**config.mk**
```make
export PLATFORM = sky130hd
export DESIGN_NAME = conv_stream_feeder_flat
export DESIGN_NICKNAME = d
export VERILOG_FILES = /design/src/rtl/conv_stream_feeder_if.sv /design/src/rtl/conv_stream_feeder.sv /design/src/flat_wrapper.sv
export SDC_FILE = /design/constraint.sdc
export NUM_CORES = 1
export LEC_CHECK = 0
export ABC_AREA = 1
export CAP_MARGIN = 20
export CORE_ASPECT_RATIO = 0.8
export CORE_UTILIZATION = 46
export DETAILED_ROUTE_END_ITERATION = 16
export DONT_BUFFER_PORTS = 1
export SLEW_MARGIN = 20
export SYNTH_ARGS = -nofsm -noshare
export SYNTH_HDL_FRONTEND = slang
export SYNTH_SLANG_ARGS = --single-unit
```
**constraint.sdc**
```tcl
create_clock -name clk -period 10.36 [get_ports clk]
set_input_delay 2.072 -clock clk [delete_from_list [all_inputs] [get_ports clk]]
set_output_delay 2.072 -clock clk [all_outputs]
set_load 0.01 [all_outputs]
```
**src/rtl/conv_stream_feeder_if.sv**
```systemverilog
// Stream and source-memory bundle for conv_stream_feeder.
// Master is the feeder; slave is the memory/accelerator side.
interface conv_stream_feeder_if #(
  parameter int IO_DATA_WIDTH = 16,
  parameter int ADDR_WIDTH    = 16
);
  logic [ADDR_WIDTH-1:0]    src_mem_read_addr;
  logic                     src_mem_read_en;
  logic [IO_DATA_WIDTH-1:0] src_mem_qout;
  logic [IO_DATA_WIDTH-1:0] a_input;
  logic                     a_valid;
  logic                     a_ready;
  logic [IO_DATA_WIDTH-1:0] b_input;
  logic                     b_valid;
  logic                     b_ready;

  modport master (
    output src_mem_read_addr,
    output src_mem_read_en,
    input  src_mem_qout,
    output a_input,
    output a_valid,
    input  a_ready,
    output b_input,
    output b_valid,
    input  b_ready
  );

  modport slave (
    input  src_mem_read_addr,
    input  src_mem_read_en,
    output src_mem_qout,
    input  a_input,
    input  a_valid,
    output a_ready,
    input  b_input,
    input  b_valid,
    output b_ready
  );
endinterface

```
**src/rtl/conv_stream_feeder.sv**
```systemverilog
// Feeds a/b element streams from one single-port memory through a
// round-robin read arbiter and 2-entry per-stream output buffers.
module conv_stream_feeder #(
  parameter int IO_DATA_WIDTH  = 16,
  parameter int SRC_MEM_HEIGHT = 1 << 16,
  parameter int ADDR_WIDTH     = $clog2(SRC_MEM_HEIGHT)
) (
  input  logic                  clk,
  input  logic                  srst_in,
  input  logic                  start,
  input  logic [ADDR_WIDTH-1:0] a_base,
  input  logic [ADDR_WIDTH-1:0] a_count,
  input  logic [ADDR_WIDTH-1:0] b_base,
  input  logic [ADDR_WIDTH-1:0] b_count,
  output logic                  running,
  output logic                  done,
  conv_stream_feeder_if.master  bus
);

  typedef enum logic {
    IDLE,
    RUN
  } state_t;

  localparam logic [ADDR_WIDTH-1:0] ONE = 1;

  state_t state;
  state_t state_nx;

  logic [ADDR_WIDTH-1:0]    base_q [2];
  logic [ADDR_WIDTH-1:0]    cnt_q  [2];
  logic [ADDR_WIDTH-1:0]    iss    [2];
  logic [1:0]               occ    [2];
  logic [IO_DATA_WIDTH-1:0] fifo   [2][2];
  logic                     rp     [2];
  logic                     wp     [2];

  // pend/tag: one read outstanding at most, tag names its stream
  logic pend;
  logic tag;
  logic prio;

  logic [1:0] pop;
  logic [1:0] push;
  logic [1:0] elig;
  logic [1:0] gnt;
  logic [2:0] lvl_a;
  logic [2:0] lvl_b;
  logic       fin;

  assign pop[0]  = (occ[0] != 2'd0) & bus.a_ready;
  assign pop[1]  = (occ[1] != 2'd0) & bus.b_ready;
  assign push[0] = pend & ~tag;
  assign push[1] = pend & tag;

  assign lvl_a = {1'b0, occ[0]} + {2'b0, push[0]};
  assign lvl_b = {1'b0, occ[1]} + {2'b0, push[1]};

  assign elig[0] = (state == RUN) && (iss[0] < cnt_q[0])
                && (lvl_a < 3'd2 + {2'b0, pop[0]});
  assign elig[1] = (state == RUN) && (iss[1] < cnt_q[1])
                && (lvl_b < 3'd2 + {2'b0, pop[1]});

  // prio=1 favours b when both streams contend
  assign gnt[1] = elig[1] & (~elig[0] | prio);
  assign gnt[0] = elig[0] & (~elig[1] | ~prio);

  assign fin = (state == RUN)
            && (iss[0] == cnt_q[0]) && (iss[1] == cnt_q[1])
            && !pend
            && (occ[0] == {1'b0, pop[0]})
            && (occ[1] == {1'b0, pop[1]});

  assign running     = (state == RUN);
  assign bus.a_valid = (occ[0] != 2'd0);
  assign bus.b_valid = (occ[1] != 2'd0);
  assign bus.a_input = fifo[0][rp[0]];
  assign bus.b_input = fifo[1][rp[1]];

  always_comb begin
    state_nx              = state;
    done                  = 1'b0;
    bus.src_mem_read_en   = 1'b0;
    bus.src_mem_read_addr = '0;
    if (gnt[1]) begin
      bus.src_mem_read_en   = 1'b1;
      bus.src_mem_read_addr = base_q[1] + iss[1];
    end else if (gnt[0]) begin
      bus.src_mem_read_en   = 1'b1;
      bus.src_mem_read_addr = base_q[0] + iss[0];
    end
    unique case (state)
      IDLE: if (start) state_nx = RUN;
      RUN: begin
        if (fin) begin
          done     = 1'b1;
          state_nx = IDLE;
        end
      end
      default: state_nx = IDLE;
    endcase
  end

  always_ff @(posedge clk) begin
    if (srst_in) begin
      state <= IDLE;
      pend  <= 1'b0;
      tag   <= 1'b0;
      prio  <= 1'b0;
      for (int s = 0; s < 2; s++) begin
        base_q[s]  <= '0;
        cnt_q[s]   <= '0;
        iss[s]     <= '0;
        occ[s]     <= '0;
        rp[s]      <= 1'b0;
        wp[s]      <= 1'b0;
        fifo[s][0] <= '0;
        fifo[s][1] <= '0;
      end
    end else begin
      state <= state_nx;
      pend  <= |gnt;
      tag   <= gnt[1];
      if (|gnt) prio <= gnt[0];
      if (state == IDLE && start) begin
        base_q[0] <= a_base;
        cnt_q[0]  <= a_count;
        base_q[1] <= b_base;
        cnt_q[1]  <= b_count;
        iss[0]    <= '0;
        iss[1]    <= '0;
        prio      <= 1'b0;
      end
      for (int s = 0; s < 2; s++) begin
        if (gnt[s]) iss[s] <= iss[s] + ONE;
        if (push[s]) begin
          fifo[s][wp[s]] <= bus.src_mem_qout;
          wp[s]          <= ~wp[s];
        end
        if (pop[s]) rp[s] <= ~rp[s];
        unique case ({push[s], pop[s]})
          2'b10:   occ[s] <= occ[s] + 2'd1;
          2'b01:   occ[s] <= occ[s] - 2'd1;
          default: occ[s] <= occ[s];
        endcase
      end
    end
  end

  a_no_overflow: assert property (
    @(posedge clk) disable iff (srst_in)
    !(push[0] && occ[0] == 2'd2));
  b_no_overflow: assert property (
    @(posedge clk) disable iff (srst_in)
    !(push[1] && occ[1] == 2'd2));

endmodule

```
**src/flat_wrapper.sv**
```systemverilog
// flat-port wrapper written by rule: the top's interface ports become plain ports
module conv_stream_feeder_flat 
#(
  parameter int IO_DATA_WIDTH  = 16,
  parameter int SRC_MEM_HEIGHT = 1 << 16,
  parameter int ADDR_WIDTH     = $clog2(SRC_MEM_HEIGHT)
)
  (clk, srst_in, start, a_base, a_count, b_base, b_count, running, done, bus_src_mem_read_addr, bus_src_mem_read_en, bus_src_mem_qout, bus_a_input, bus_a_valid, bus_a_ready, bus_b_input, bus_b_valid, bus_b_ready);
  conv_stream_feeder_if #(.IO_DATA_WIDTH(IO_DATA_WIDTH), .ADDR_WIDTH(ADDR_WIDTH)) bus_i ();
  input  logic clk;
  input  logic srst_in;
  input  logic start;
  input  logic [ADDR_WIDTH-1:0] a_base;
  input  logic [ADDR_WIDTH-1:0] a_count;
  input  logic [ADDR_WIDTH-1:0] b_base;
  input  logic [ADDR_WIDTH-1:0] b_count;
  output logic running;
  output logic done;
  output wire logic [$bits(bus_i.src_mem_read_addr)-1:0] bus_src_mem_read_addr;
  output wire logic [$bits(bus_i.src_mem_read_en)-1:0] bus_src_mem_read_en;
  input wire logic [$bits(bus_i.src_mem_qout)-1:0] bus_src_mem_qout;
  output wire logic [$bits(bus_i.a_input)-1:0] bus_a_input;
  output wire logic [$bits(bus_i.a_valid)-1:0] bus_a_valid;
  input wire logic [$bits(bus_i.a_ready)-1:0] bus_a_ready;
  output wire logic [$bits(bus_i.b_input)-1:0] bus_b_input;
  output wire logic [$bits(bus_i.b_valid)-1:0] bus_b_valid;
  input wire logic [$bits(bus_i.b_ready)-1:0] bus_b_ready;
  assign bus_src_mem_read_addr = bus_i.src_mem_read_addr;
  assign bus_src_mem_read_en = bus_i.src_mem_read_en;
  assign bus_i.src_mem_qout = bus_src_mem_qout;
  assign bus_a_input = bus_i.a_input;
  assign bus_a_valid = bus_i.a_valid;
  assign bus_i.a_ready = bus_a_ready;
  assign bus_b_input = bus_i.b_input;
  assign bus_b_valid = bus_i.b_valid;
  assign bus_i.b_ready = bus_b_ready;
  conv_stream_feeder #(.IO_DATA_WIDTH(IO_DATA_WIDTH), .SRC_MEM_HEIGHT(SRC_MEM_HEIGHT), .ADDR_WIDTH(ADDR_WIDTH)) u_core (.clk(clk), .srst_in(srst_in), .start(start), .a_base(a_base), .a_count(a_count), .b_base(b_base), .b_count(b_count), .running(running), .done(done), .bus(bus_i));
endmodule
```
### Word-level counts from Yosys, hierarchy flattened

Memories as Yosys holds them, arrays and structs flattened.
Index checks and enable logic that the tools add are counted.

| word-level totals | value |
|---|---|
| flip-flop bits (word level) | 4 |
| RAM bits | 168 |
| input bits | 85 |
| word-level logic and storage cells | 306 |
| memories kept | 7 |

Memories:

| name | depth | bits a word | read ports | clocked after Yosys merged registers in | wr ports | line | text |
|---|---|---|---|---|---|---|---|
| u_core.fifo | 2 | 32 | 2 | 0 | 2 | conv_stream_feeder.sv:34 | `logic [IO_DATA_WIDTH-1:0] fifo [2][2];` |
| u_core.base_q | 2 | 16 | 2 | 0 | 2 | conv_stream_feeder.sv:30 | `logic [ADDR_WIDTH-1:0] base_q [2];` |
| u_core.cnt_q | 2 | 16 | 2 | 0 | 2 | conv_stream_feeder.sv:31 | `logic [ADDR_WIDTH-1:0] cnt_q [2];` |
| u_core.iss | 2 | 16 | 2 | 0 | 2 | conv_stream_feeder.sv:32 | `logic [ADDR_WIDTH-1:0] iss [2];` |
| u_core.occ | 2 | 2 | 2 | 0 | 2 | conv_stream_feeder.sv:33 | `logic [1:0] occ [2];` |
| u_core.rp | 2 | 1 | 2 | 0 | 2 | conv_stream_feeder.sv:35 | `logic rp [2];` |
| 1 more memories | n/a | n/a | n/a | n/a | n/a | n/a |  |

| cells by class | value |
|---|---|
| add/subtract/negate cells | 12 |
| magnitude comparators | 10 |
| eq/ne operators | 8 |
| mux-type cells | 143 |
| bitwise operators | 103 |
| reductions and logical operators | 19 |

Operators with widths:

| operator | number |
|---|---|
| 2-to-1 mux 16 bit | 18 |
| 2-to-1 mux 1 bit | 114 |
| OR 1 bit | 84 |
| 2-to-1 mux 32 bit | 2 |
| adder 16 x 1 -> 16 bit, second input constant | 2 |
| adder 16 bit | 2 |
| demux 16 bit (select 1 bit) | 2 |
| equality test 16 bit | 2 |
| < comparator 16 bit | 2 |
| logical AND 1 bit | 12 |
| 2-to-1 mux 2 bit | 6 |
| inverter 1 bit | 9 |
| greater-or-equal comparator 2 bit, second input constant | 4 |
| inverter 1 -> 2 bit | 4 |
| OR reduction 2 bit | 4 |
| adder 2 x 1 -> 3 bit | 2 |
| adder 2 x 1 -> 3 bit, first input constant | 2 |
| bitwise AND 1 bit | 6 |
| < comparator 3 bit | 2 |
| adder 2 x 1 -> 2 bit, second input constant | 2 |
| equality test 2 x 1 -> 1 bit | 2 |
| equality test 2 x 1 -> 1 bit, second input constant | 2 |
| equality test 2 bit, second input constant | 2 |
| < comparator 2 x 1 -> 1 bit, second input constant | 2 |
| 4 further kinds | 6 |

### Longest topological paths before layout

Gate-level depths: netlist of the first run.

| depth | value |
|---|---|
| word-level depth | 12 |
| gate-level depth with buffers | 15 |

### Worst setup path after synthesis of the first run

Ideal clock, no wire load.

| timing path | value |
|---|---|
| path kind | input -> output |
| from | input bus_b_ready |
| to | output bus_src_mem_read_addr[13] |
| arrival | 3066 ps |
| slack | 5222 ps |
| cell stages on the path | 9 |
| path through | nand2_1 o21ai_1 nand3_1 nor2_1 nand2_1 clkinv_1 buf_4 nand3_1 nand2_1 |

| between the ends | value |
|---|---|
| word-level cells in the longest chain between the ends | 9 |
| elaborated cells between the ends (all ways) | 10 |

Ends and longest elaborated chain:

| item | line | text |
|---|---|---|
| start, declared | flat_wrapper.sv:27 | `input wire logic [$bits(bus_i.b_ready)-1:0] bus_b_ready;` |
| bitwise AND 1 bit * | conv_stream_feeder.sv:52 | `assign pop[1] = (occ[1] != 2'd0) & bus.b_ready;` |
| adder 2 x 1 -> 3 bit * | conv_stream_feeder.sv:62 | `&& (lvl_b < 3'd2 + {2'b0, pop[1]});` |
| < comparator 3 bit * | conv_stream_feeder.sv:62 |  |
| logical AND 1 bit * | conv_stream_feeder.sv:62 |  |
| inverter 1 bit | conv_stream_feeder.sv:66 | `assign gnt[0] = elig[0] & (~elig[1] \| ~prio);` |
| OR 1 bit | conv_stream_feeder.sv:66 |  |
| bitwise AND 1 bit | conv_stream_feeder.sv:66 |  |
| 2-to-1 mux 16 bit | conv_stream_feeder.sv:88 | `end else if (gnt[0]) begin` |
| 2-to-1 mux 16 bit * | conv_stream_feeder.sv:85 | `if (gnt[1]) begin` |
| end, declared | flat_wrapper.sv:19 | `output wire logic [$bits(bus_i.src_mem_read_addr)-1:0] bus_src_mem_read_addr;` |

Mark *: on every way between the ends. The rest lies on a longest branch, timed or not.

### Final worst setup path of the first run

| timing path | value |
|---|---|
| from | input bus_b_ready |
| to | output bus_src_mem_read_addr[11] |

Same word-level chain as after synthesis.

==> metrics, run 1 <==
# fillers=2108; post-DP HPWL=18500 um; Yosys top cell by area=edfxtp_1; Avg Vias per Cell=4.94; initial antenna violation count=0; worst vdd ir=121 uV; Arrival @ worst endpoint=about 3.5 ns; Max Cap Viol=0; # hold bufs at CTS=0; Layout area overhead=8.40%; Mapped Avg Cell Area=8.63 um2; CTS tree=built; Power Density=168 mW/mm2; gpl congestion=0.923; CTS H-tree depth=4; Leakage Power=5.58 nW; Die Wd=172 um; Comb pwr share=20.3%; WL/cell=15.9 um; Async SR Flop Fraction=0%; number of synthesized flops with an enable pin=168; Sw Ratio=33.4%; skew final=0.0200 ns; Sum Neg Setup Slack=0 ns; Routed Antenna Nets=0; slew of the pin with the lowest slew margin=0.868 ns; share of cells above drive strength 1=8.65%; crit path launch type=input port; highest-count cells in the layout ignoring fill and taps=inv_1 (257), nand2_1 (241), nor2_1 (188), edfxtp_1 (168), nand3_1 (74); Clock Tree Buf Depth=2; type of the worst setup path=input port to primary output; number of cell rows=49; sequential power share=45.8%; share of the synthesized area in the top cell type=47.3%; diode count=0; Sink Count=172; total core area=0.0226 mm2; final wirelength=24700 um; required time of the critical path=8.29 ns; global-route wire length before repair=39000 um; nets=1395; Clk pwr share=33.9%; Starting Density=47.1%; initial DRC count=between 400 and 500; Final Setup Violations=0; Setup Fix Bufs, Post-CTS=0; RSZ-0062 raised after global routing=false; Final min period=~5.6 ns; synth top area cells=edfxtp_1 (47%), inv_1 (9.0%), ha_1 (8.6%); via count=a little under 8000; Cell Area, Synth=~0.011 mm2; Final Hold Vio Count=0; Die ar.=0.0238 mm2; Pre-antenna DRT Iters=5; CP Capture Type=primary output; synth warn=0; Synth Net Count=1396; root buf cell=clkbuf_16; Util after Layout=about half; Yosys cell types=37; DRC errors left=0; PortBufs=0; gr ovfl total=0; outcome=complete, no violations; CTS resizes=0; vias in the first global route=7205; Worst slew margin=42.1%; Psw=648 uW; die height=138 um; Slew Viols, Final=0; Tcrit/Tclk final=53.6%; fmax=180 MHz; cell count after synthesis=approximately 1200; predominant post-synthesis flop cell=edfxtp_1; Worst Hold Class=flop to flop; pin count of the biggest net entering global routing=65; Int Power=between 1 and 1.5 mW; cts bufs inserted=17; clock slew at reported path FFs=0.07 ns; most common cell after layout, fill and taps aside=inv_1; critical-path maximum fanout=17; worst skew pair latency=0.45 ns; Global Route Usage Sum=21.7%; Min Hold Slack=0.567 ns; Yosys reg bits=172; I/O Pins=138; sequential-to-total area share from yosys stat=between 40% and 50%; Power Total=1.94 mW
[path summary, 6_finish.rpt]
check	from	endpoint	slack (ns)	depth (start not counted)
setup / recovery	bus_b_ready	bus_src_mem_read_addr[11]	4.81	7
setup reg to reg	u_core.iss[0][27]	u_core.iss[0][24]	6.91	10
hold / removal	u_core.wp[0][0]	u_core.wp[0][0]	0.57	1
hold reg to reg	u_core.wp[0][0]	u_core.wp[0][0]	0.57	1
[metal layers]
layer / part of all wire (%) / track usage [%] / up-vias
met5: 0 / 0 / -
met4: 0.88 / 5.03 / 0
met3: 6.6 / 5.67 / 11
met2: 42 / 31.0 / 214
met1: 50 / 32.8 / 3534
li1: - / - / 3923
[flip-flops by register name, indices dropped and copies added (netlist names)]
name / flops
u_core.cnt_q: 32
u_core.occ: 4
u_core.wp: 2
u_core.pend: 1
u_core.running: 1
u_core.base_q: 32
u_core.tag: 1
u_core.rp: 2
u_core.prio: 1
u_core.iss: 32
u_core.fifo: 64
[synthesized netlist by cell type, types with 2 or more instances]
| cell | n |
|---|---|
| nand3_2 | 2 |
| a21oi_1 | 29 |
| o21ai_0 | 10 |
| nand3_1 | 75 |
| buf_2 | 5 |
| nand2_2 | 2 |
| buf_6 | 3 |
| nor2_2 | 30 |
| edfxtp_1 | 168 |
| mux2_2 | 32 |
| nor3b_1 | 2 |
| xnor2_1 | 10 |
| dfxtp_1 | 4 |
| inv_2 | 3 |
| and2_1 | 3 |
| nor3_1 | 12 |
| nand2_1 | 242 |
| buf_4 | 2 |
| fa_1 | 2 |
| inv_1 | 257 |
| nor4_1 | 2 |
| ha_1 | 73 |
| nand4_1 | 16 |
| nand3b_1 | 7 |
| clkbuf_1 | 12 |
| xor2_1 | 34 |
| nor2_1 | 188 |
| clkinv_1 | 2 |
[cells by family after synthesis]
| logic type | share of synthesized area [%] |
|---|---|
| compound gates | 2.23 |
| xor+xnor | 3.61 |
| fa+ha+maj | 8.94 |
| buf+inv | 10.3 |
| flops | 48.0 |
| mux | 3.38 |
| simple gates | 23.5 |
[worst max-delay path, stage by stage]
cell and delay (ns):
nand2_1 0.12, o21ai_1 0.19, nand3_1 0.10, nor2_1 0.24, nand3_2 0.40, nand3b_1 0.24, nand2_1 0.12
[power groups by stage]
| stage | logic (mW) | clock network, mW | registers, mW |
|---|---|---|---|
| finish | 0.394 | 0.658 | 0.889 |
| global placement | 0.390 | 0 | 0.903 |
| global route | 0.451 | 0.694 | 0.898 |
| detailed placement | 0.394 | 0 | 0.904 |
| floorplan | 0.316 | 0 | 0.872 |
| CTS | 0.397 | 0.671 | 0.889 |
[final cells by class]
class | count | area, um2 | area share (%)
clock inverters | 15 | 184 | 1.59
well taps | 306 | 383 | 3.31
multi-input cells | 780 | 4450 | 38.5
repair buffers | 2 | 15.0 | 0.130
inverters | 262 | 983 | 8.51
flip-flops and latches | 172 | 5120 | 44.3
clock buffers | 17 | 425 | 3.68
[stage by stage]
stage,instances,worst slack [ns],instance area [um2]
floorplan,1236,5.22,10700
global placement,1522,4.90,11000
detailed placement,1522,4.81,11000
CTS,1554,4.81,11600
global route,1554,4.59,11600
finish,1554,4.81,11600
(Power assumes the default switching activity.)
==> run 2, diff against run 1 <==
==> constraint.sdc (replaced) <==
create_clock -name clk -period 4.8 [get_ports clk]
set_input_delay 0.96 -clock clk [delete_from_list [all_inputs] [get_ports clk]]
set_output_delay 0.96 -clock clk [all_outputs]
set_load 0.01 [all_outputs]
==> metrics, run 2 (synthesis results as in run 1) <==
outcome=complete, no violations; R2R Path End=u_core.iss[0][31]; Arrival @ worst endpoint=2.85 ns (-0.63 ns); Worst slew margin=39.1% (-3.0 points); vias in the first global route=7257 (+0.72%); CTS H-tree depth=4 (unchanged); Avg Vias per Cell=4.93 (-0.18%); Routed Antenna Nets=0 (unchanged); global-route wire length before repair=39400 um (+1.0%); area of the multi-input gates=0.00445 mm2 (unchanged); cells on worst reg2reg path=10 (unchanged); type of the worst setup path=flop to primary output; clock slew at reported path FFs=0.08 ns (about the same); Starting Density=47.1% (unchanged); post-DP HPWL=18500 um (+0.29%); sequential power share=45.7% (about the same); number of cell rows=49 (unchanged); Final min period=3.81 ns; diode count=0 (unchanged); initial DRC count=621 (+31%); fmax=263 MHz; DRC errors left=0 (unchanged); Die Wd=172 um (unchanged); CTS resizes=0 (unchanged); # hold bufs at CTS=0 (unchanged); crit path launch type=flop; Global Route Usage Sum=21.9% (+0.14 points); Leakage Power=5.58 nW (about the same); via count=7673 (-0.12%); Sum Neg Setup Slack=0 ns (unchanged); Sw Ratio=32.6% (-0.74 points); Crit. Startpoint=u_core.iss[0][27]; Final Hold Vio Count=0 (unchanged); slew of the pin with the lowest slew margin=0.912 ns (+0.0442 ns); CP Capture Type=primary output; Psw=1.37 mW (+110%); Int Power=2.82 mW (+120%); cts bufs inserted=17 (unchanged); Pre-antenna DRT Iters=5 (unchanged); pin count of the biggest net entering global routing=65 (unchanged); Clk pwr share=33.9% (about the same); RSZ-0062 raised after global routing=false; highest-count cells in the layout ignoring fill and taps=inv_1 (257), nand2_1 (241), nor2_1 (188), edfxtp_1 (168), nand3_1 (74); CTS tree=built; # fillers=2108 (unchanged); required time of the critical path=3.84 ns (-4.45 ns); Cell Area, Placed=0.0110 mm2 (about the same); nets=1396 (+0.072%); Worst Hold End=u_core.wp[0][0]; hold depth=1 (unchanged); post-route design area=0.0116 mm2 (about the same); final wirelength=24900 um (+0.87%); critical-path maximum fanout=17 (unchanged); Layout area overhead=8.34% (about the same); Max Cap Viol=0 (unchanged); worst r2r src=u_core.iss[0][27]; initial antenna violation count=0 (unchanged); Tcrit/Tclk final=around four fifths; total core area=0.0226 mm2 (unchanged); Sequential Area=0.00512 mm2 (unchanged); Die ar.=0.0238 mm2 (unchanged); Worst Hold Class=flop to flop; Worst Hold Launch=u_core.wp[0][0]; Biggest register=u_core.fifo; Sink Count=172 (unchanged); WL/cell=16.0 um (+0.81%); die height=138 um (unchanged); share of cells above drive strength 1=8.65% (about the same); most common cell after layout, fill and taps aside=inv_1; skew final=0.0208 ns (+0.000799 ns); Setup Fix Bufs, Post-CTS=0 (unchanged); Final Setup Violations=0 (unchanged); worst vdd ir=254 uV (+110%); Power Density=362 mW/mm2 (+120%); gr ovfl total=0 (unchanged); PortBufs=0 (unchanged); Clock Tree Buf Depth=2 (unchanged); Comb pwr share=20.4% (about the same); root buf cell=clkbuf_16; worst skew pair latency=0.45 ns (about the same); I/O Pins=138 (unchanged); max reg flops=64 (unchanged); reg2reg setup slack=1.59 ns (-5.32 ns); Slew Viols, Final=0 (unchanged); gpl congestion=0.913 (-1.1%)
## run 2: layout make-up
cell class | count | area share (%)
Tap cell | 306 | 3.31
Inverter | 262 | 8.51
Clock inverter | 15 | 1.47
Clock buffer | 17 | 3.68
Timing Repair Buffer | 3 | 0.195
Multi-Input combinational cell | 780 | 38.5
Sequential cell | 172 | 44.3
## run 2: worst max path at each step
| stage | slack (ns) | cells past startpoint | endpoint |
|---|---|---|---|
| after floorplan | 1.25 | 4 | u_core.iss[0][16] |
| after global placement | 1.55 | 8 | bus_src_mem_read_addr[8] |
| after detailed placement | 1.48 | 8 | bus_src_mem_read_addr[12] |
| after CTS | 1.01 | 10 | bus_src_mem_read_addr[12] |
| after global routing | 0.74 | 10 | bus_src_mem_read_addr[14] |
| final | 0.99 | 10 | bus_src_mem_read_addr[12] |
## run 2: metrics by stage
stage / std cells / hold WS [ns] / setup slack (ns) / total power, mW / utilization, %
after floorplan: 1236 / 0.541 / 1.25 / 2.56 / -
after global placement: 1523 / 0.553 / 1.55 / 2.79 / 48.4
after detailed placement: 1523 / 0.564 / 1.48 / 2.80 / 48.4
after CTS: 1555 / 0.573 / 1.01 / 4.21 / 51.1
after global routing: 1555 / 0.587 / 0.740 / 4.40 / 51.1
final: 1555 / 0.572 / 0.991 / 4.19 / 51.1
## run 2: metal layers
metal	GRT usage, %	part of all wire [%]
met1	33.5	51
met2	30.7	41
met3	5.32	6.2
met4	5.59	0.99
met5	0	0
## run 2: power by group through the flow
stage	clock [mW]	sequential [mW]	combinational, mW
after floorplan	0	1.88	0.682
after CTS	1.44	1.92	0.858
final	1.42	1.92	0.854
after global routing	1.49	1.93	0.972
after detailed placement	0	1.95	0.851
after global placement	0	1.94	0.847
## run 2: critical path, cell delays in order (launching register included)
cell and delay, ns:
edfxtp_1 0.49, ha_1 0.34, nand2_1 0.06, inv_1 0.07, nand3_1 0.07, nor2_1 0.21
nand2_1 0.13, nand2_1 0.11, clkinv_1 0.48, nand3_1 0.29, nand2_1 0.13
